### config.mk
export PLATFORM = sky130hd
export DESIGN_NAME = pcie_link_monitor
export DESIGN_NICKNAME = d
export VERILOG_FILES = /design/src/rtl/pcie_link_mon_pkg.sv /design/src/rtl/pcie_sync_bit.sv /design/src/rtl/pcie_link_monitor.sv
export SDC_FILE = /design/constraint.sdc
export NUM_CORES = 1
export LEC_CHECK = 0
export CELL_PAD_IN_SITES_DETAIL_PLACEMENT = 0
export CELL_PAD_IN_SITES_GLOBAL_PLACEMENT = 1
export CORE_ASPECT_RATIO = 0.8
export CORE_MARGIN = 10
export CORE_UTILIZATION = 55
export CTS_BUF_LIST = sky130_fd_sc_hd__clkbuf_4
export DETAILED_ROUTE_END_ITERATION = 6
export DONT_BUFFER_PORTS = 1
export PLACE_DENSITY = 0.86
export SLEW_MARGIN = 5
export SYNTH_ARGS = -nofsm -noshare
export SYNTH_HDL_FRONTEND = slang
export SYNTH_SLANG_ARGS = --single-unit
### constraint.sdc
create_clock -name clk -period 4.7 [get_ports clk]
set_clock_uncertainty 0.2 [all_clocks]
set_input_delay 0.94 -clock clk [delete_from_list [all_inputs] [get_ports clk]]
set_output_delay 0.94 -clock clk [all_outputs]
set_load 0.02 [all_outputs]
### src/rtl/pcie_link_mon_pkg.sv
//------------------------------------------------------------------------------
// pcie_link_mon_pkg
// Shared types and constants for the PCIe link monitor: link state encoding
// and interrupt cause bit positions.
// Revision: 1.0 - initial release
//------------------------------------------------------------------------------
`default_nettype none

package pcie_link_mon_pkg;

  typedef enum logic [1:0] {
    ST_DOWN  = 2'd0,
    ST_TRAIN = 2'd1,
    ST_QUAL  = 2'd2,
    ST_UP    = 2'd3
  } link_state_e;

  localparam int CAUSE_W    = 3;
  localparam int CAUSE_DOWN = 0;
  localparam int CAUSE_SERR = 1;
  localparam int CAUSE_TMO  = 2;

endpackage : pcie_link_mon_pkg

`default_nettype wire

### src/rtl/pcie_sync_bit.sv
//------------------------------------------------------------------------------
// pcie_sync_bit
// Multi-flop synchronizer for a single asynchronous status bit. The output
// reflects an input change after exactly SYNC_STAGES clock edges.
// Revision: 1.0 - initial release
//------------------------------------------------------------------------------
`default_nettype none

module pcie_sync_bit #(
  parameter int SYNC_STAGES = 2
) (
  input  logic clk,
  input  logic reset_n,
  input  logic i_d,
  output logic o_q
);

  logic [SYNC_STAGES-1:0] r_sync;

  // Shift the raw input through the synchronizer chain; flops clear to 0.
  always_ff @(posedge clk or negedge reset_n) begin
    if (!reset_n) begin
      r_sync <= '0;
    end else begin
      r_sync <= {r_sync[SYNC_STAGES-2:0], i_d};
    end
  end

  assign o_q = r_sync[SYNC_STAGES-1];

endmodule : pcie_sync_bit

`default_nettype wire

### src/rtl/pcie_link_monitor.sv
//------------------------------------------------------------------------------
// pcie_link_monitor
// Qualifies the PCIe hard-IP link status into a DOWN/TRAIN/QUAL/UP state,
// keeps saturating event counters and raises an acknowledged interrupt.
// Optional feature macro: PCIE_LINK_MON_TIMESTAMP_EN adds a free-running
// cycle counter and the last_up_ts output.
// Revision: 1.0 - initial release
//------------------------------------------------------------------------------
`default_nettype none

module pcie_link_monitor
  import pcie_link_mon_pkg::*;
#(
  parameter int SYNC_STAGES   = 2,
  parameter int STABLE_CYCLES = 1024,
  parameter int TRAIN_TIMEOUT = 1048576,
  parameter int CNT_W         = 16
) (
  input  logic             clk,
  input  logic             reset_n,
  input  logic             linkup_in,
  input  logic             dlup_in,
  input  logic             serr_in,
  input  logic             surprise_down_in,
  input  logic             clear_stats,
  input  logic             irq_ack,
  output logic [1:0]       link_state,
  output logic             link_up,
  output logic [CNT_W-1:0] linkup_cnt,
  output logic [CNT_W-1:0] surprise_down_cnt,
  output logic [CNT_W-1:0] serr_cnt,
  output logic             train_timeout,
  output logic             irq,
`ifdef PCIE_LINK_MON_TIMESTAMP_EN
  output logic [31:0]      last_up_ts,
`endif
  output logic [2:0]       irq_cause
);

  // Train timer saturates one past the firing point so the timeout fires once.
  localparam int TMR_W = $clog2(TRAIN_TIMEOUT + 1);
  localparam int STB_W = $clog2(STABLE_CYCLES + 1);
  localparam logic [TMR_W-1:0] c_tmr_fire = TMR_W'(TRAIN_TIMEOUT - 1);
  localparam logic [TMR_W-1:0] c_tmr_sat  = TMR_W'(TRAIN_TIMEOUT);
  localparam logic [STB_W-1:0] c_stb_last = STB_W'(STABLE_CYCLES - 1);

  // Synchronized status bits: [0] linkup, [1] dlup, [2] serr, [3] surprise.
  logic [3:0] w_async;
  logic [3:0] w_synced;
  logic       w_linkup_s;
  logic       w_dlup_s;
  logic       w_serr_s;
  logic       w_sdn_s;

  logic r_serr_d;
  logic r_sdn_d;
  logic w_serr_rise;
  logic w_sdn_rise;

  link_state_e r_state;
  link_state_e w_state_nxt;
  logic [TMR_W-1:0] r_tmr;
  logic [STB_W-1:0] r_stb;
  logic w_tmr_clr;
  logic w_tmr_inc;
  logic w_stb_clr;
  logic w_stb_inc;
  logic w_up_evt;
  logic w_lost_evt;
  logic w_tmo_evt;

  logic [CNT_W-1:0]   r_linkup_cnt;
  logic [CNT_W-1:0]   r_sdn_cnt;
  logic [CNT_W-1:0]   r_serr_cnt;
  logic               r_train_timeout;
  logic [CAUSE_W-1:0] r_cause;
  logic [CAUSE_W-1:0] w_cause_set;

  function automatic logic [CNT_W-1:0] f_sat_inc(input logic [CNT_W-1:0] v);
    return (v == {CNT_W{1'b1}}) ? v : v + CNT_W'(1);
  endfunction

  assign w_async = {surprise_down_in, serr_in, dlup_in, linkup_in};

  generate
    for (genvar gi = 0; gi < 4; gi++) begin : g_sync
      pcie_sync_bit #(
        .SYNC_STAGES (SYNC_STAGES)
      ) u_sync (
        .clk     (clk),
        .reset_n (reset_n),
        .i_d     (w_async[gi]),
        .o_q     (w_synced[gi])
      );
    end
  endgenerate

  assign w_linkup_s = w_synced[0];
  assign w_dlup_s   = w_synced[1];
  assign w_serr_s   = w_synced[2];
  assign w_sdn_s    = w_synced[3];

  // One-cycle delayed copies of the synced event inputs for edge detection.
  always_ff @(posedge clk or negedge reset_n) begin
    if (!reset_n) begin
      r_serr_d <= 1'b0;
      r_sdn_d  <= 1'b0;
    end else begin
      r_serr_d <= w_serr_s;
      r_sdn_d  <= w_sdn_s;
    end
  end

  assign w_serr_rise = w_serr_s & ~r_serr_d;
  assign w_sdn_rise  = w_sdn_s & ~r_sdn_d;

  // Link state register.
  always_ff @(posedge clk or negedge reset_n) begin
    if (!reset_n) begin
      r_state <= ST_DOWN;
    end else begin
      r_state <= w_state_nxt;
    end
  end

  // Next-state decode plus timer controls and link events.
  always_comb begin
    w_state_nxt = r_state;
    w_tmr_clr   = 1'b0;
    w_tmr_inc   = 1'b0;
    w_stb_clr   = 1'b0;
    w_stb_inc   = 1'b0;
    w_up_evt    = 1'b0;
    w_lost_evt  = 1'b0;
    w_tmo_evt   = 1'b0;
    case (r_state)
      ST_DOWN: begin
        w_tmr_clr = 1'b1;
        if (w_linkup_s) begin
          w_state_nxt = ST_TRAIN;
        end
      end
      ST_TRAIN: begin
        if (!w_linkup_s) begin
          w_state_nxt = ST_DOWN;
        end else if (w_dlup_s) begin
          w_state_nxt = ST_QUAL;
          w_stb_clr   = 1'b1;
        end else begin
          w_tmr_inc = (r_tmr != c_tmr_sat);
          w_tmo_evt = (r_tmr == c_tmr_fire);
        end
      end
      ST_QUAL: begin
        if (!w_linkup_s) begin
          w_state_nxt = ST_DOWN;
        end else if (!w_dlup_s) begin
          w_state_nxt = ST_TRAIN;
        end else if (r_stb == c_stb_last) begin
          w_state_nxt = ST_UP;
          w_up_evt    = 1'b1;
        end else begin
          w_stb_inc = 1'b1;
        end
      end
      ST_UP: begin
        if (!w_linkup_s || !w_dlup_s) begin
          w_state_nxt = ST_DOWN;
          w_lost_evt  = 1'b1;
        end
      end
      default: begin
        w_state_nxt = ST_DOWN;
      end
    endcase
  end

  // Train timer and stable counter; the timer stops at its saturation value.
  always_ff @(posedge clk or negedge reset_n) begin
    if (!reset_n) begin
      r_tmr <= '0;
      r_stb <= '0;
    end else begin
      if (w_tmr_clr) begin
        r_tmr <= '0;
      end else if (w_tmr_inc) begin
        r_tmr <= r_tmr + TMR_W'(1);
      end
      if (w_stb_clr) begin
        r_stb <= '0;
      end else if (w_stb_inc) begin
        r_stb <= r_stb + STB_W'(1);
      end
    end
  end

  // Saturating event counters; clear_stats takes priority over an increment.
  always_ff @(posedge clk or negedge reset_n) begin
    if (!reset_n) begin
      r_linkup_cnt <= '0;
      r_sdn_cnt    <= '0;
      r_serr_cnt   <= '0;
    end else if (clear_stats) begin
      r_linkup_cnt <= '0;
      r_sdn_cnt    <= '0;
      r_serr_cnt   <= '0;
    end else begin
      if (w_up_evt) begin
        r_linkup_cnt <= f_sat_inc(r_linkup_cnt);
      end
      if (w_sdn_rise) begin
        r_sdn_cnt <= f_sat_inc(r_sdn_cnt);
      end
      if (w_serr_rise) begin
        r_serr_cnt <= f_sat_inc(r_serr_cnt);
      end
    end
  end

  // Sticky timeout flag, cleared only by clear_stats.
  always_ff @(posedge clk or negedge reset_n) begin
    if (!reset_n) begin
      r_train_timeout <= 1'b0;
    end else if (clear_stats) begin
      r_train_timeout <= 1'b0;
    end else if (w_tmo_evt) begin
      r_train_timeout <= 1'b1;
    end
  end

  // Gather this cycle's interrupt cause events.
  always_comb begin
    w_cause_set             = '0;
    w_cause_set[CAUSE_DOWN] = w_lost_evt;
    w_cause_set[CAUSE_SERR] = w_serr_rise;
    w_cause_set[CAUSE_TMO]  = w_tmo_evt;
  end

  // Cause bits: acknowledge clears, a new event in the same cycle wins.
  always_ff @(posedge clk or negedge reset_n) begin
    if (!reset_n) begin
      r_cause <= '0;
    end else begin
      r_cause <= (irq_ack ? '0 : r_cause) | w_cause_set;
    end
  end

`ifdef PCIE_LINK_MON_TIMESTAMP_EN
  logic [31:0] r_cyc;
  logic [31:0] r_last_up_ts;

  // Free-running wrap-around cycle counter, captured on every link-up.
  always_ff @(posedge clk or negedge reset_n) begin
    if (!reset_n) begin
      r_cyc        <= '0;
      r_last_up_ts <= '0;
    end else begin
      r_cyc <= r_cyc + 32'd1;
      if (w_up_evt) begin
        r_last_up_ts <= r_cyc;
      end
    end
  end

  assign last_up_ts = r_last_up_ts;
`endif

  assign link_state        = r_state;
  assign link_up           = (r_state == ST_UP);
  assign linkup_cnt        = r_linkup_cnt;
  assign surprise_down_cnt = r_sdn_cnt;
  assign serr_cnt          = r_serr_cnt;
  assign train_timeout     = r_train_timeout;
  assign irq_cause         = r_cause;
  assign irq               = |r_cause;

endmodule : pcie_link_monitor

`default_nettype wire

== Word level (Yosys, flattened, before mapping) ==
Index checks and enable logic that the tools add are counted.
Storage, ports and cells
  register bits: 96
  input bits: 8
  output and inout port bits: 56
  word-level logic and storage cells: 99
Operators by class
  add/sub/neg operators: 5
  equality and inequality tests: 16
  multiplexer cells: 44
  bitwise gates (word level): 5
  reduce and logical (&&, ||, !) cells: 15
Operators with widths (number)
  $mux W16: 9
  $add A16 B1 Y16 const B: 3
  $eq A16 B16 Y1 const B: 3
  $mux W21: 2
  $mux W1: 22
  $mux W11: 2
  $add A21 B1 Y21 const B: 1
  $eq A21 B20 Y1 const B: 1
  $ne A21 B21 Y1 const B: 1
  $mux W2: 7
  $reduce_bool A2 Y1: 6
  $add A11 B1 Y11 const B: 1
  $eq A11 B10 Y1 const B: 1
  $pmux W2 S4: 1
  $ne A2 B2 Y1 const B: 3
  $reduce_and A2 Y1: 3
  $eq A2 B2 Y1 const B: 2
  $ne A2 B1 Y1 const B: 2
  $ne A4 B4 Y1 const B: 1
  $reduce_and A4 Y1: 1
  $mux W3: 1
  $ne A3 B2 Y1 const B: 1
  $or A3 B3 Y3: 1
  $reduce_or A3 Y1: 1
  6 further kinds: 9

== Depth between registers and ports, before layout ==
Gate-level depths: netlist of run 1.
  depth in word-level cells: 7
  mapped depth: 7
  depth with buffers taken out: 7

== Hierarchy ==
A second synthesis of run 1 with hierarchy kept.
Unflattened totals
  cells, all modules: 501
  area total of the unflattened synthesis: 4863.4 um^2
By module, submodules not included
  pcie_link_monitor: instances 1, cells each 493, area an instance 4663.2 um^2, sequential area each 2202.1 um^2
  pcie_sync_bit: instances 4, cells each 2, area an instance 50.0 um^2, sequential area each 50.0 um^2

== Worst setup path before layout of run 1 ==
Ideal clock, no wire load.
  path type: flip-flop to output port
  start point: reg r_state[1] (netlist: link_state[1])
  end point: out link_up
  arrival time: 1.024 ns
  path slack: 2.536 ns
  stages on the path, launching flop included: 3
  path buffers: 1
  cells stage by stage: dfrtp_1 clkbuf_1 and2_1
Between the ends
  longest elaborated chain between the ends: 1
RTL lines
  from (decl): line pcie_link_monitor.sv:60  | link_state_e r_state;
  from (signal assigned): line pcie_link_monitor.sv:122  | r_state <= w_state_nxt;
  $eq A2 B2 Y1: line pcie_link_monitor.sv:269  | assign link_up = (r_state == ST_UP);
  to (decl): line pcie_link_monitor.sv:28  | output logic link_up,
Every way passes these cells.

== Worst setup path in the final report of run 1 ==
  start point: reg r_state[1] (netlist: link_state[1])
  end point: reg r_linkup_cnt[9] (netlist: linkup_cnt[9])
Between the ends
  longest elaborated chain between the ends: 4
RTL lines
  $eq A2 B2 Y1: line pcie_link_monitor.sv:136  | case (r_state)
  $mux W1: line pcie_link_monitor.sv:136
  $reduce_bool A2 Y1 (no source line)
  $reduce_and A2 Y1 (no source line)
  to (signal assigned): line pcie_link_monitor.sv:209  | r_linkup_cnt <= f_sat_inc(r_linkup_cnt);
  to (decl): line pcie_link_monitor.sv:72  | logic [CNT_W-1:0] r_linkup_cnt;
Every way passes these cells.
A chain may end at the register's enable or synchronous reset.

==> metrics.sh, run 1 <==
RUN_STATUS='completed'
POWER.DENSITY_nW_PER_UM2=258
CLOCKROOTBUFFER='sky130_fd_sc_hd__clkbuf_4'
FINAL_NET_COUNT=500
GRT_SETUP_UNREPAIRED='no'
FINAL_DESIGN_AREA_NO_FILL_UM2=4980
WHS_PATH_DEPTH=0
GRT_START_MAX_NET_PINS=97
HPWLAFTERDP_UM=7040
SYNTH-EDFF-COUNT=0
REQUIRED_NS=4.89
CTS_TREE='built'
GRT.BUSIEST_LAYER='met2'
WL_PER_CELL_UM=17.0
INITIAL_UTILIZATION_PCT=56.4
FP.DIEAREA_UM2=12800
CORE_AREA_UM2=8450
LEAKAGE_DISSIPATION_nW=2.05
CRITICAL_PATH_ARRIVAL_NS=3.06
FINALCRITPERIODSHARE_PCT=61.0
SYNTH-SEQ-AREA-SHARE_PCT=50.5
PATH_CLASS='reg2reg'
AREA.GROWTH.SYNTH_TO_FINAL_PCT=4.63
REG2REG_SETUP_SLACK_NS=1.83
OVERFLOW=0
CTS.PATH.MAX_BUFFERS=2
GR-USAGE-MET1_PCT=21.8
SYNTH_LARGEST_AREA_CELL='sky130_fd_sc_hd__dfrtp_1'
REGTOREGSTARTPOINT='link_state[1]'
PLACED_CELLS=586
SETUP_VIOL=0
BUFFER_PORTS.INSERTED=0
CRIT_CHAIN='nand4b_1, nor4_4, nand3_2, or4_1, a21oi_1'
WORST_R2R_PATH_DEPTH=5
YS_SEQ_ELEMENTS=96
SYNTHESIS.AREA_UM2=4760
GLOBALROUTEMET2UTIL_PCT=25.3
LARGEST_CELLS_BY_AREA_AFTER_SYNTHESIS='sky130_fd_sc_hd__dfrtp_1, sky130_fd_sc_hd__xor2_1, sky130_fd_sc_hd__nor2_1'
SETUP_TNS_NS=0
ROUTED_WIRELENGTH_UM=10200
STARTPOINT_TYPE='register'
WEIGHTED_CONGESTION_REPORTED_AT_THE_END_OF_ROUTABILITY_DRIVEN_PLACEMENT=0.812
ANTENNA_FOUND_INITIAL=0
VIAS_PER_CELL=5.94
NUMCTSBUFFERS=9
TRACK_USAGE_PCT=16.6
CRITICAL_PATH.ENDPOINT_TYPE='register'
DRT-PASS1-ITER-COUNT=4
FP.DIEH_UM=103
POST_DP_CELL_AREA_UM2=4850
DRTITER0DRC=294
ANTENNADIODECOUNT=0
TIMING_HOLD_VIOLATIONS_FINAL=0
CTS.HTREE.LEVELS=3
SYNTH-WARNING-COUNT=0
HOLDCRITPATHCLASS='reg2reg'
MAX_SLEW_MARGIN_PCT=32.1
SYNTH-MAIN-FF-CELL='sky130_fd_sc_hd__dfrtp_1'
WORST_PATH_MAX_DELAY_CELL='sky130_fd_sc_hd__dfrtp_1'
NUM_IO_PINS=64
REPORT.FINAL.SLEW_VIOL_COUNT=0
DRC=0
POST_SYNTH_NUM_CELL_TYPES=44
WORST_REG2REG_PATH_ENDPOINT='linkup_cnt[9]'
PATH_CLK_SLEW_NS=0.13
PLACEMENT_ROWS=30
CLOCK_LATENCY_NS=0.46
VIA_COUNT=3574
DIE_WIDTH_UM=124
FIRST_PASS_GRT_WIRE_LENGTH_UM=17000
MAPPEDNETLISTNETS=501
FINAL_CELL_COUNT_NO_FILL=602
FINAL.MIN_CLOCK_PERIOD_NS=2.87
LAYOUT-DRIVE-GT1-SHARE_PCT=4.49
MAX-VDD-IR-DROP_V=0.000130
DRV_CAP=0
SYN-MEAN-INSTANCE-AREA_UM2=9.77
CTS_SINKS=96
SYNTH.TOP_CELL.AREA_SHARE_PCT=50.5
MIN-DELAY-START='g_sync[0].u_sync.r_sync[0]'
CPPEAKSTAGEDELAY_NS=0.71
CRIT_PATH_MAX_FANOUT=13
ASYNC_SET_RESET_FLOP_SHARE_OUT_OF_SYNTHESIS_PCT=100
FIRST_GLOBAL_VIAS=3410
MAX_FREQ_MHz=349
TIMING_WORST_SLEW_PIN_VALUE_NS=1.02
SYNTHCELLS=487
GRT.MET3_USAGE_PCT=5.21
HOLD-PATH-ENDPOINT='g_sync[0].u_sync.r_sync[1]'
DRTANTENNAVIOLNETS=0
power by group:
part           leakage [nW]  switching, mW  total (mW)  internal, mW
sequential             1.31         0.0208       0.859         0.838
clock                0.0571          0.265       0.372         0.107
combinational         0.678         0.0382      0.0552        0.0170
state kept, by name (all words and copies together) (netlist names):
name                  flops
g_sync.u_sync.r_sync      8
irq_cause                 3
link_state                2
linkup_cnt               16
r_sdn_d                   1
r_serr_d                  1
r_stb                    11
r_tmr                    21
serr_cnt                 16
surprise_down_cnt        16
train_timeout             1
per-stage QoR:
| step | hold slack [ns] | util, % | setup WS, ns | power (mW) |
|---|---|---|---|---|
| after floorplan | 0.131 | - | 2.54 | 0.906 |
| after global placement | 0.135 | 57.5 | 1.94 | 0.911 |
| after detailed placement | 0.138 | 57.5 | 1.87 | 0.913 |
| after CTS | 0.170 | 59.0 | 1.84 | 1.31 |
| after global routing | 0.177 | 59.0 | 1.53 | 1.35 |
| final | 0.166 | 59.0 | 1.83 | 1.29 |
Yosys cell counts, types with 7 or more instances:
library cell / n
sky130_fd_sc_hd__nor2_1: 78
sky130_fd_sc_hd__xnor2_1: 21
sky130_fd_sc_hd__a21oi_1: 9
sky130_fd_sc_hd__nor3_1: 13
sky130_fd_sc_hd__nand3_1: 32
sky130_fd_sc_hd__o21ai_0: 16
sky130_fd_sc_hd__inv_1: 12
sky130_fd_sc_hd__dfrtp_1: 96
sky130_fd_sc_hd__nand4_1: 30
sky130_fd_sc_hd__and4_1: 7
sky130_fd_sc_hd__xor2_1: 38
sky130_fd_sc_hd__nand2_1: 34
sky130_fd_sc_hd__nor4_1: 11
sky130_fd_sc_hd__and3_1: 8
sky130_fd_sc_hd__clkbuf_1: 12
per-layer routing:
layer | wire, um | vias to the layer above
li1 | - | 1726
met1 | 4660 | 1754
met4 | 163 | 0
met2 | 4640 | 78
met5 | 0 | -
met3 | 744 | 16
worst max path at each step:
stage / from / end / slack (ns) / cells past startpoint
global placement: link_state[1] / linkup_cnt[9] / 1.94 / 5
detailed placement: link_state[1] / linkup_cnt[9] / 1.87 / 5
global route: link_state[1] / linkup_cnt[9] / 1.53 / 5
CTS: link_state[1] / linkup_cnt[9] / 1.84 / 5
finish: link_state[1] / linkup_cnt[9] / 1.83 / 5
floorplan: link_state[1] / link_up / 2.54 / 2
critical path, delay by kind of cell, from the launching register on:
| family | cells | cell delay [ns] |
|---|---|---|
| flops | 1 | 0.71 |
| compound gates | 1 | 0.15 |
| simple gates | 4 | 1.74 |
cell families (layout without fill, tap and decap cells):
group	Yosys count	in the layout	synth area share (%)
xor gates and xnor gates	59	59	10.9
AOI/OAI and AO/OA	41	41	5.34
adders and majority gates	6	6	1.58
buffers and inverters	26	29	2.10
DFF	96	96	50.5
muxes	5	5	1.08
and+or+nand+nor	254	254	28.6
final cells by class:
| class | instances | area [um^2] |
|---|---|---|
| multi-input cells | 365 | 2260 |
| well taps | 112 | 140 |
| clock buffers | 10 | 75.1 |
| inverters | 12 | 45.0 |
| clock inverters | 5 | 25.0 |
| repair buffers | 2 | 35.0 |
| fillers | 721 | 3470 |
| flip-flops and latches | 96 | 2400 |
cell usage in the layout (no fill, tap or decap), drive strengths merged, types with 2 or more instances in the layout:
cell	Yosys	final
dfrtp	96	96
o2111ai	2	2
ha	6	6
a21oi	9	9
clkinv	0	4
nand3	33	33
xor2	38	38
nor3	14	14
o31ai	4	4
nand2b	4	4
a211oi	3	3
o21ai	16	16
nor4b	6	6
xnor2	21	21
clkbuf	12	10
nand4	31	31
buf	2	2
nand2	34	34
nand4b	2	2
and2	5	5
or3	6	6
nor2	78	78
inv	12	12
and3	8	8
or4	2	2
nor4	13	13
mux2i	4	4
and4	7	7
o221ai	2	2
nor3b	6	6
repair_timing:
| action | 4_1_cts | 5_1_grt |
|---|---|---|
| setup endpoints to repair | 0 | 0 |
| hold endpoints to repair | 96 | 0 |
| buffers inserted | 0 | 0 |
| gates resized for setup | 0 | 0 |
| hold buffers | 1 | 0 |
No activity file was read; power rests on OpenSTA's default activity.
==> run 2, diff against run 1 <==
CORE_UTILIZATION = 51   (was 55)
PLACE_DENSITY = 0.81   (was 0.86)
clock period = 2.7 ns   (was 4.7 ns; I/O delays follow)
==> run 2 against run 1 <==
The flow now finishes with violations (negative hold slack). Clock-buffer cell count did not move. Via count barely moved. Clock power rose by 130%. Sequential cell count did not move. Highest routed layer unchanged. Critical path depth did not move. Combinational power rose by 81%. Critical endpoint is now linkup_cnt[7]. Power rose by 90%. Worst setup slack got worse by 1.5 ns.
==> metrics.sh, run 2 (synthesis gave the netlist of run 1 again) <==
LARGEST_REGISTER_FFS=21  # unchanged
PATH_CLASS='reg2reg'
FP.DIEAREA_UM2=13600  # +6.4%
FINAL_NET_COUNT=523  # +4.6%
GRT_START_MAX_NET_PINS=97  # unchanged
LAYOUT.FILLER_CELLS=822  # +14%
LEAKAGE_DISSIPATION_nW=2.19  # +6.8%
PLACEMENT_ROWS=31  # +3.3%
FINAL.MIN_CLOCK_PERIOD_NS=2.37  # -0.497 ns
AREA.GROWTH.SYNTH_TO_FINAL_PCT=9.67
CRITICAL_PATH.ENDPOINT_TYPE='register'
TRACK_USAGE_PCT=15.9  # -0.73 points
CLOCK_LATENCY_NS=0.45  # about the same
FINALCRITPERIODSHARE_PCT=87.9  # +27 points
HOLDCRITPATHCLASS='in2async'
FAILED_CHECKS='negative hold slack'
CRIT_CHAIN='nand4_2, or4_1, nand3_2, o21ai_0, a21oi_1'
CP-STARTPOINT='linkup_cnt[5]'
GRT_SETUP_UNREPAIRED='no'
MAX-VDD-IR-DROP_V=0.000390  # +200%
NUM_IO_PINS=64  # unchanged
VIA_COUNT=3571  # -0.084%
CTS_SINKS=96  # unchanged
RUN_STATUS='complete, but fails checks'
PATH_CLK_SLEW_NS=0.15  # +0.02 ns
LARGEST-REGISTER='r_tmr'
DRC=0  # unchanged
CPPEAKSTAGEDELAY_NS=0.78  # +0.07 ns
WORST_PATH_MAX_DELAY_CELL='sky130_fd_sc_hd__or4_1'
FINAL_CELL_MIX='sky130_fd_sc_hd__dfrtp_1, sky130_fd_sc_hd__nor2_1, sky130_fd_sc_hd__xor2_1'
BUFFER_PORTS.INSERTED=0  # unchanged
POST_CTS_RESIZED=0  # unchanged
HPWLAFTERDP_UM=7410  # +5.3%
CRIT_PATH_MAX_FANOUT=10  # -3
CORE_AREA_UM2=9080  # +7.5%
DIE_WIDTH_UM=128  # +3.2%
INITIAL_UTILIZATION_PCT=52.4  # -3.9 points
WEIGHTED_CONGESTION_REPORTED_AT_THE_END_OF_ROUTABILITY_DRIVEN_PLACEMENT=0.844  # +4.0%
SETUP_TNS_NS=0  # unchanged
LAYOUT-DRIVE-GT1-SHARE_PCT=7.98  # +3.5 points
CRITICAL_PATH_ARRIVAL_NS=2.54  # -0.52 ns
REQUIRED_NS=2.87  # -2.02 ns
POWER.DENSITY_nW_PER_UM2=468  # +81%
POSTCTSSETUPBUFFERS=0  # unchanged
VIAS_PER_CELL=5.68  # -4.4%
ROUTED_WIRELENGTH_UM=10600  # +3.4%
REGTOREGSTARTPOINT='linkup_cnt[5]'
FIRST_GLOBAL_VIAS=3381  # -0.85%
TIMING_WORST_SLEW_PIN_VALUE_NS=0.659  # -0.357 ns
CTS.HTREE.LEVELS=3  # unchanged
DRV_CAP=0  # unchanged
CLOCKROOTBUFFER='sky130_fd_sc_hd__clkbuf_4'
TIMING_HOLD_VIOLATIONS_FINAL=96  # +96
FIN_WORST_HOLD_SLACK_NS=-0.436  # -0.602 ns
CTS.PATH.MAX_BUFFERS=2  # unchanged
OVERFLOW=0  # unchanged
MAX_SLEW_MARGIN_PCT=55.6  # +24 points
ANTENNA_FOUND_INITIAL=0  # unchanged
MAX_FREQ_MHz=422  # +21%
SETUP_VIOL=0  # unchanged
DRT-PASS1-ITER-COUNT=4  # unchanged
REPORT.FINAL.SLEW_VIOL_COUNT=0  # unchanged
CTS_TREE='built'
FINAL_CELL_COUNT_NO_FILL=629  # +4.5%
FIRST_PASS_GRT_WIRE_LENGTH_UM=17800  # +4.8%
FP.DIEH_UM=106  # +3.1%
DRTITER0DRC=371  # +26%
ANTENNADIODECOUNT=0  # unchanged
PLACED_CELLS=607  # +3.6%
WL_PER_CELL_UM=16.8  # -1.0%
NUMCTSBUFFERS=9  # unchanged
STARTPOINT_TYPE='register'
LAYOUT_COMMONEST_CELL='sky130_fd_sc_hd__dfrtp_1'
DRTANTENNAVIOLNETS=0  # unchanged
POST_CTS_HOLD_BUFFER_COUNT=6  # +5
==> run 2: cell types whose count changed in the layout (fill, tap and decap cells not counted) <==
cell,delta
sky130_fd_sc_hd__dlygate4sd3_1,+5
sky130_fd_sc_hd__bufinv_16,+2
sky130_fd_sc_hd__clkinv_4,+1
sky130_fd_sc_hd__buf_12,+1
sky130_fd_sc_hd__clkinv_2,-2
sky130_fd_sc_hd__buf_16,-1
sky130_fd_sc_hd__buf_4,+18
==> run 2: stage by stage <==
step | setup WS (ns) | instance area [um^2] | hold slack [ns] | power, mW | utilization [%]
final | 0.328 | 5220 | -0.436 | 2.44 | 57.5
after floorplan | 0.551 | 4760 | 0.0444 | 1.58 | -
after global placement | 0.443 | 4990 | 0.0479 | 1.59 | 55.0
after CTS | 0.339 | 5220 | -0.487 | 2.48 | 57.5
after detailed placement | 0.371 | 4990 | 0.0482 | 1.59 | 55.0
after global routing | 0.173 | 5220 | -0.495 | 2.54 | 57.5
==> run 2: routing by layer <==
layer / part of all wire (%) / vias to the layer above / GRT usage [%]
met2: 43 / 76 / 22.5
met3: 7.4 / 9 / 5.91
met1: 49 / 1709 / 21.9
li1: - / 1777 / -
met5: 0 / - / 0
met4: 1.2 / 0 / 4.90
==> run 2: worst paths after layout <==
path	endpoint	slack, ns	depth (start not counted)
setup / recovery	linkup_cnt[7]	0.33	5
hold / removal	serr_cnt[13]	-0.44	0
setup reg to reg	linkup_cnt[7]	0.33	5
hold reg to reg	g_sync[3].u_sync.r_sync[1]	0.17	0
max in group asynchronous	r_tmr[6]	2.60	0
min in group clk	irq_cause[2]	0.07	3
==> run 2: cell type report <==
type                    count  area, um^2  area share [%]
clock buffers              10        75.1            1.44
repair buffers             25         213            4.07
clock inverters             6        83.8            1.61
inverters                  12        45.0           0.863
flip-flops and latches     96        2400            46.0
well taps                 115         144            2.76
multi-input cells         365        2260            43.2
==> run 2: power breakdown <==
| part | switching [mW] | leakage (nW) | internal (mW) |
|---|---|---|---|
| logic | 0.0619 | 0.792 | 0.0380 |
| clock network | 0.473 | 0.0817 | 0.382 |
| registers | 0.0276 | 1.31 | 1.46 |
==> run 2: worst max-delay path: cells and delay by family (launching register included) <==
kind             cells  cell delay (ns)
AND/OR/NAND/NOR      3             1.28
flip-flops           1             0.54
AO/OA/AOI/OAI        2             0.28
==> RTL edit 1 (flow settings as in run 1) <==
`STABLE_CYCLES`: 1024 -> 4096.
--- a/src/rtl/pcie_link_monitor.sv
+++ b/src/rtl/pcie_link_monitor.sv
@@ -12,7 +12,7 @@
   import pcie_link_mon_pkg::*;
 #(
   parameter int SYNC_STAGES   = 2,
-  parameter int STABLE_CYCLES = 1024,
+  parameter int STABLE_CYCLES = 4096,
   parameter int TRAIN_TIMEOUT = 1048576,
   parameter int CNT_W         = 16
 ) (
Behaviour: same outputs for any inputs over 10 cycles, from zero or initial values and one cycle with reset_n low; that may be too few to reach the edited logic, so the function may still have changed.
==> RTL edit 1 against run 1 <==
- routed wire length is 2.5% higher
- sequential cell count is 2 higher
- final area is 4.4% higher
- area after synthesis is 4.0% higher
- setup slack better by 2.2 ps
- sequential power is 2% higher
- power is 9.7% higher
- core utilization is 1.3 points higher
==> RTL edit 1: results (changes against run 1) <==
metric	value	unit	change
status	finished clean		
arrival	3070	ps	about the same
fin_nets	522		+4.4%
first_iter_violations	320		+8.8%
drtPass1Iterations	6		+2
p_clk	0.000482	W	+30%
grt_first_pass_wirelength	17760	µm	+4.6%
placed_area	5020	µm²	+3.5%
vias_per_cell	5.968		+0.53%
critPathSlowestCell	or4_1		
syn_nets	532		+6.2%
top_register	r_tmr		
peakVddDrop	0.2037	mV	+56%
dp_hpwl	7217	µm	+2.6%
first_global_vias	3476		+1.9%
synthDistinctLibCells	47		+6.8%
clkLatencyLatePin	460	ps	about the same
grt_max_degree	99		+2.1%
wire_per_inst	16.72	µm	-1.4%
seq_power_share	62.0	%	-4.8 points
clk_pin_slew	160	ps	+30 ps
register_area	2452	µm²	+2.1%
preCtsSetupSlack	1846	ps	-28.21 ps
synth.top_cells.by_count	dfrtp_1, nor2_1, nand2_1, xnor2_1		
synth_area_leaders	dfrtp_1, xnor2_1, nor2_1, xor2_1, nand4_1		
ctsHoldBuffers	1		unchanged
synth_area_per_cell	9.560	µm²	-2.2%
ctsResizeCount	0		unchanged
n_fill_cell	757		+5.0%
slew_headroom	22.16	%	-10 points
leakage	2.115	nW	+3.4%
synth_ff_type	dfrtp_1		
yosysTopAreaCellShare	49.52	%	-0.95 points
swShare	25.89	%	+0.68 points
final-hold-violation-count	0		unchanged
internal-power	0.001045	W	+8.7%
cts_buffers	9		unchanged
antenna_found_initial	1		+1
hold_path_class	in -> async		
dp_cells	608		+3.8%
seq_area_frac_synth	49.52	%	-0.95 points
grtUsageTotal	15.81	%	-0.78 points
routabilityCongestion	0.8295		+2.2%
max_stage_delay	760	ps	+50 ps
synthArstFlopShare	100.0	%	unchanged
drive_gt1_share	5.263	%	+0.77 points
path_max_fanout	16		+3
final_cells	626		+4.0%
[RTL edit 1: cells by family after synthesis]
group | count (synthesis) | share of synthesized area, %
buf+inv | 34 | 2.602
flops | 98 | 49.52
xor+xnor | 57 | 10.08
mux | 7 | 1.440
compound gates | 56 | 6.847
fa+ha+maj | 6 | 1.516
simple gates | 260 | 27.99
[RTL edit 1: area by class of cell]
cell class,instances,share of cell area [%]
inverters,9,0.6497
flip-flops and latches,98,47.16
clock buffers,9,1.299
clock inverters,7,1.588
repair buffers,4,0.9625
multi-input cells,386,45.60
diodes,1,0.04812
well taps,112,2.695
[RTL edit 1: routing by layer]
metal | vias to the layer above | part of all wire [%] | global-route usage, %
li1 | 1839 | - | -
met5 | - | 0 | 0
met1 | 1797 | 47 | 21.46
met4 | 0 | 0.83 | 4.058
met3 | 9 | 7.3 | 6.263
met2 | 91 | 45 | 22.96
[RTL edit 1: final timing paths]
path | from | endpoint | slack (ps) | cells after the start
worst min register to register | g_sync[1].u_sync.r_sync[0]$_DFF_PN0_ | g_sync[1].u_sync.r_sync[1]$_DFF_PN0_ | 170 | 0
worst max-delay path | r_stb[0]$_DFFE_PN0P_ | linkup_cnt[12]$_DFFE_PN0P_ | 1830 | 6
worst min-delay path | reset_n | serr_cnt[8]$_DFFE_PN0P_ | 150 | 1
max in group asynchronous | reset_n | surprise_down_cnt[0]$_DFFE_PN0P_ | 3730 | 1
min in group clk | g_sync[1].u_sync.r_sync[0]$_DFF_PN0_ | g_sync[1].u_sync.r_sync[1]$_DFF_PN0_ | 170 | 0
worst max register to register | r_stb[0]$_DFFE_PN0P_ | linkup_cnt[12]$_DFFE_PN0P_ | 1830 | 6
==> RTL edit 2 (config.mk and constraints of run 1) <==
Without the edit above. Add an input register stage for `irq_ack`, with the module's reset; this delays it by one clock. The other inputs are not delayed to match.
--- a/src/rtl/pcie_link_monitor.sv
+++ b/src/rtl/pcie_link_monitor.sv
@@ -44,6 +44,16 @@
   localparam logic [TMR_W-1:0] c_tmr_sat  = TMR_W'(TRAIN_TIMEOUT);
   localparam logic [STB_W-1:0] c_stb_last = STB_W'(STABLE_CYCLES - 1);
 
+  logic irq_ack_q;
+
+  always_ff @(posedge clk or negedge reset_n) begin
+    if (!reset_n) begin
+      irq_ack_q <= '0;
+    end else begin
+      irq_ack_q <= irq_ack;
+    end
+  end
+
   // Synchronized status bits: [0] linkup, [1] dlup, [2] serr, [3] surprise.
   logic [3:0] w_async;
   logic [3:0] w_synced;
@@ -241,7 +251,7 @@
     if (!reset_n) begin
       r_cause <= '0;
     end else begin
-      r_cause <= (irq_ack ? '0 : r_cause) | w_cause_set;
+      r_cause <= (irq_ack_q ? '0 : r_cause) | w_cause_set;
     end
   end
 
Behaviour: not the same (a bounded check fails within 10 cycles, from zero or initial values and one cycle with reset_n low).
==> RTL edit 2 against run 1 <==
- area after synthesis is 6.5% higher
- routed wire length is 13% higher
- power is 4.7% higher
- maximum frequency is 6.8% higher
- core utilization is 0.32 points lower
- final area is 6.4% higher
- sequential cell count is 1 higher
- critical path depth is 1 higher
- setup slack better by 180 ps
- count of clock-buffer cells in the layout is 1 lower
- clock power is 13% higher
- largest power group unchanged
- highest routed layer unchanged
==> RTL edit 2: results (changes against run 1) <==
metric	value	unit	change
peakVddDrop	0.1379	mV	+5.8%
synthDistinctLibCells	49		+11%
clk_share	2.195	%	+0.19 points
first_iter_violations	313		+6.5%
n_clock_buffer	9		-1
critPathSlowestCell	nor4_1		
route.vias.total	4057		+14%
wl_met3	884	µm	+19%
holdWs	156.8	ps	-9.047 ps
synth_compound_area_share	12.04	%	+6.7 points
dp_cells	627		+7.0%
dp_hpwl	7996	µm	+14%
synth.top_cells.by_count	dfrtp_1, nand2_1, a21oi_1		
n_fill_cell	804		+12%
leakage	2.202	nW	+7.6%
synth-xor-area-share	1.554	%	-9.3 points
use_met1	23.17	%	+1.4 points
synth-adder-area-share	1.480	%	-0.097 points
startpoint	surprise_down_cnt[0]$_DFFE_PN0P_		
seq_area_frac_synth	47.87	%	-2.6 points
placed_area	5156	µm²	+6.3%
multi_input_area_share	47.43	%	+2.1 points
n_all_buffers	4		+2
final_cells	642		+6.6%
register_area	2427	µm²	+1.0%
use_met2	24.21	%	-1.1 points
hold_path_class	in -> async		
grt_first_pass_wirelength	19010	µm	+12%
drtPass1Iterations	5		+1
grtUsageTotal	16.97	%	+0.38 points
slew_headroom	24.53	%	-7.6 points
route.met2.wl	5037	µm	+8.5%
max_stage_delay	850	ps	+140 ps
met3_usage	7.011	%	+1.8 points
nMultiInputCombCells	399		+9.3%
status	finished clean		
inverters	13		+1
-- RTL edit 2: cell types whose count changed after synthesis, moves of 7 or more --
cell / change
o211ai_1: +8
xor2_1: -31
or4_1: +24
nor2b_1: +18
nor2_1: -42
a21oi_1: +29
nand2_1: +15
nor4_1: +7
mux2_2: +10
o31ai_1: +17
nand4_1: -9
xnor2_1: -19
-- RTL edit 2: power by group through the flow --
stage	sequential, W	clock [W]	combinational (W)
after floorplan	0.000876	0	0.0000418
after detailed placement	0.000881	0	0.0000454
final	0.000865	0.000419	0.0000630
after global routing	0.000868	0.000465	0.0000726
after CTS	0.000865	0.000436	0.0000653
after global placement	0.000880	0	0.0000441
-- RTL edit 2: per-stage QoR --
stage / setup slack [ps] / utilization (%) / power [W]
6_report: 2013 / 58.65 / 0.001347
5_1_grt: 1752 / 58.65 / 0.001406
4_1_cts: 2037 / 58.65 / 0.001366
3_5_place_dp: 2060 / 57.05 / 0.0009267
3_3_place_gp: 2132 / 57.05 / 0.0009244
2_1_floorplan: 2168 / - / 0.0009182
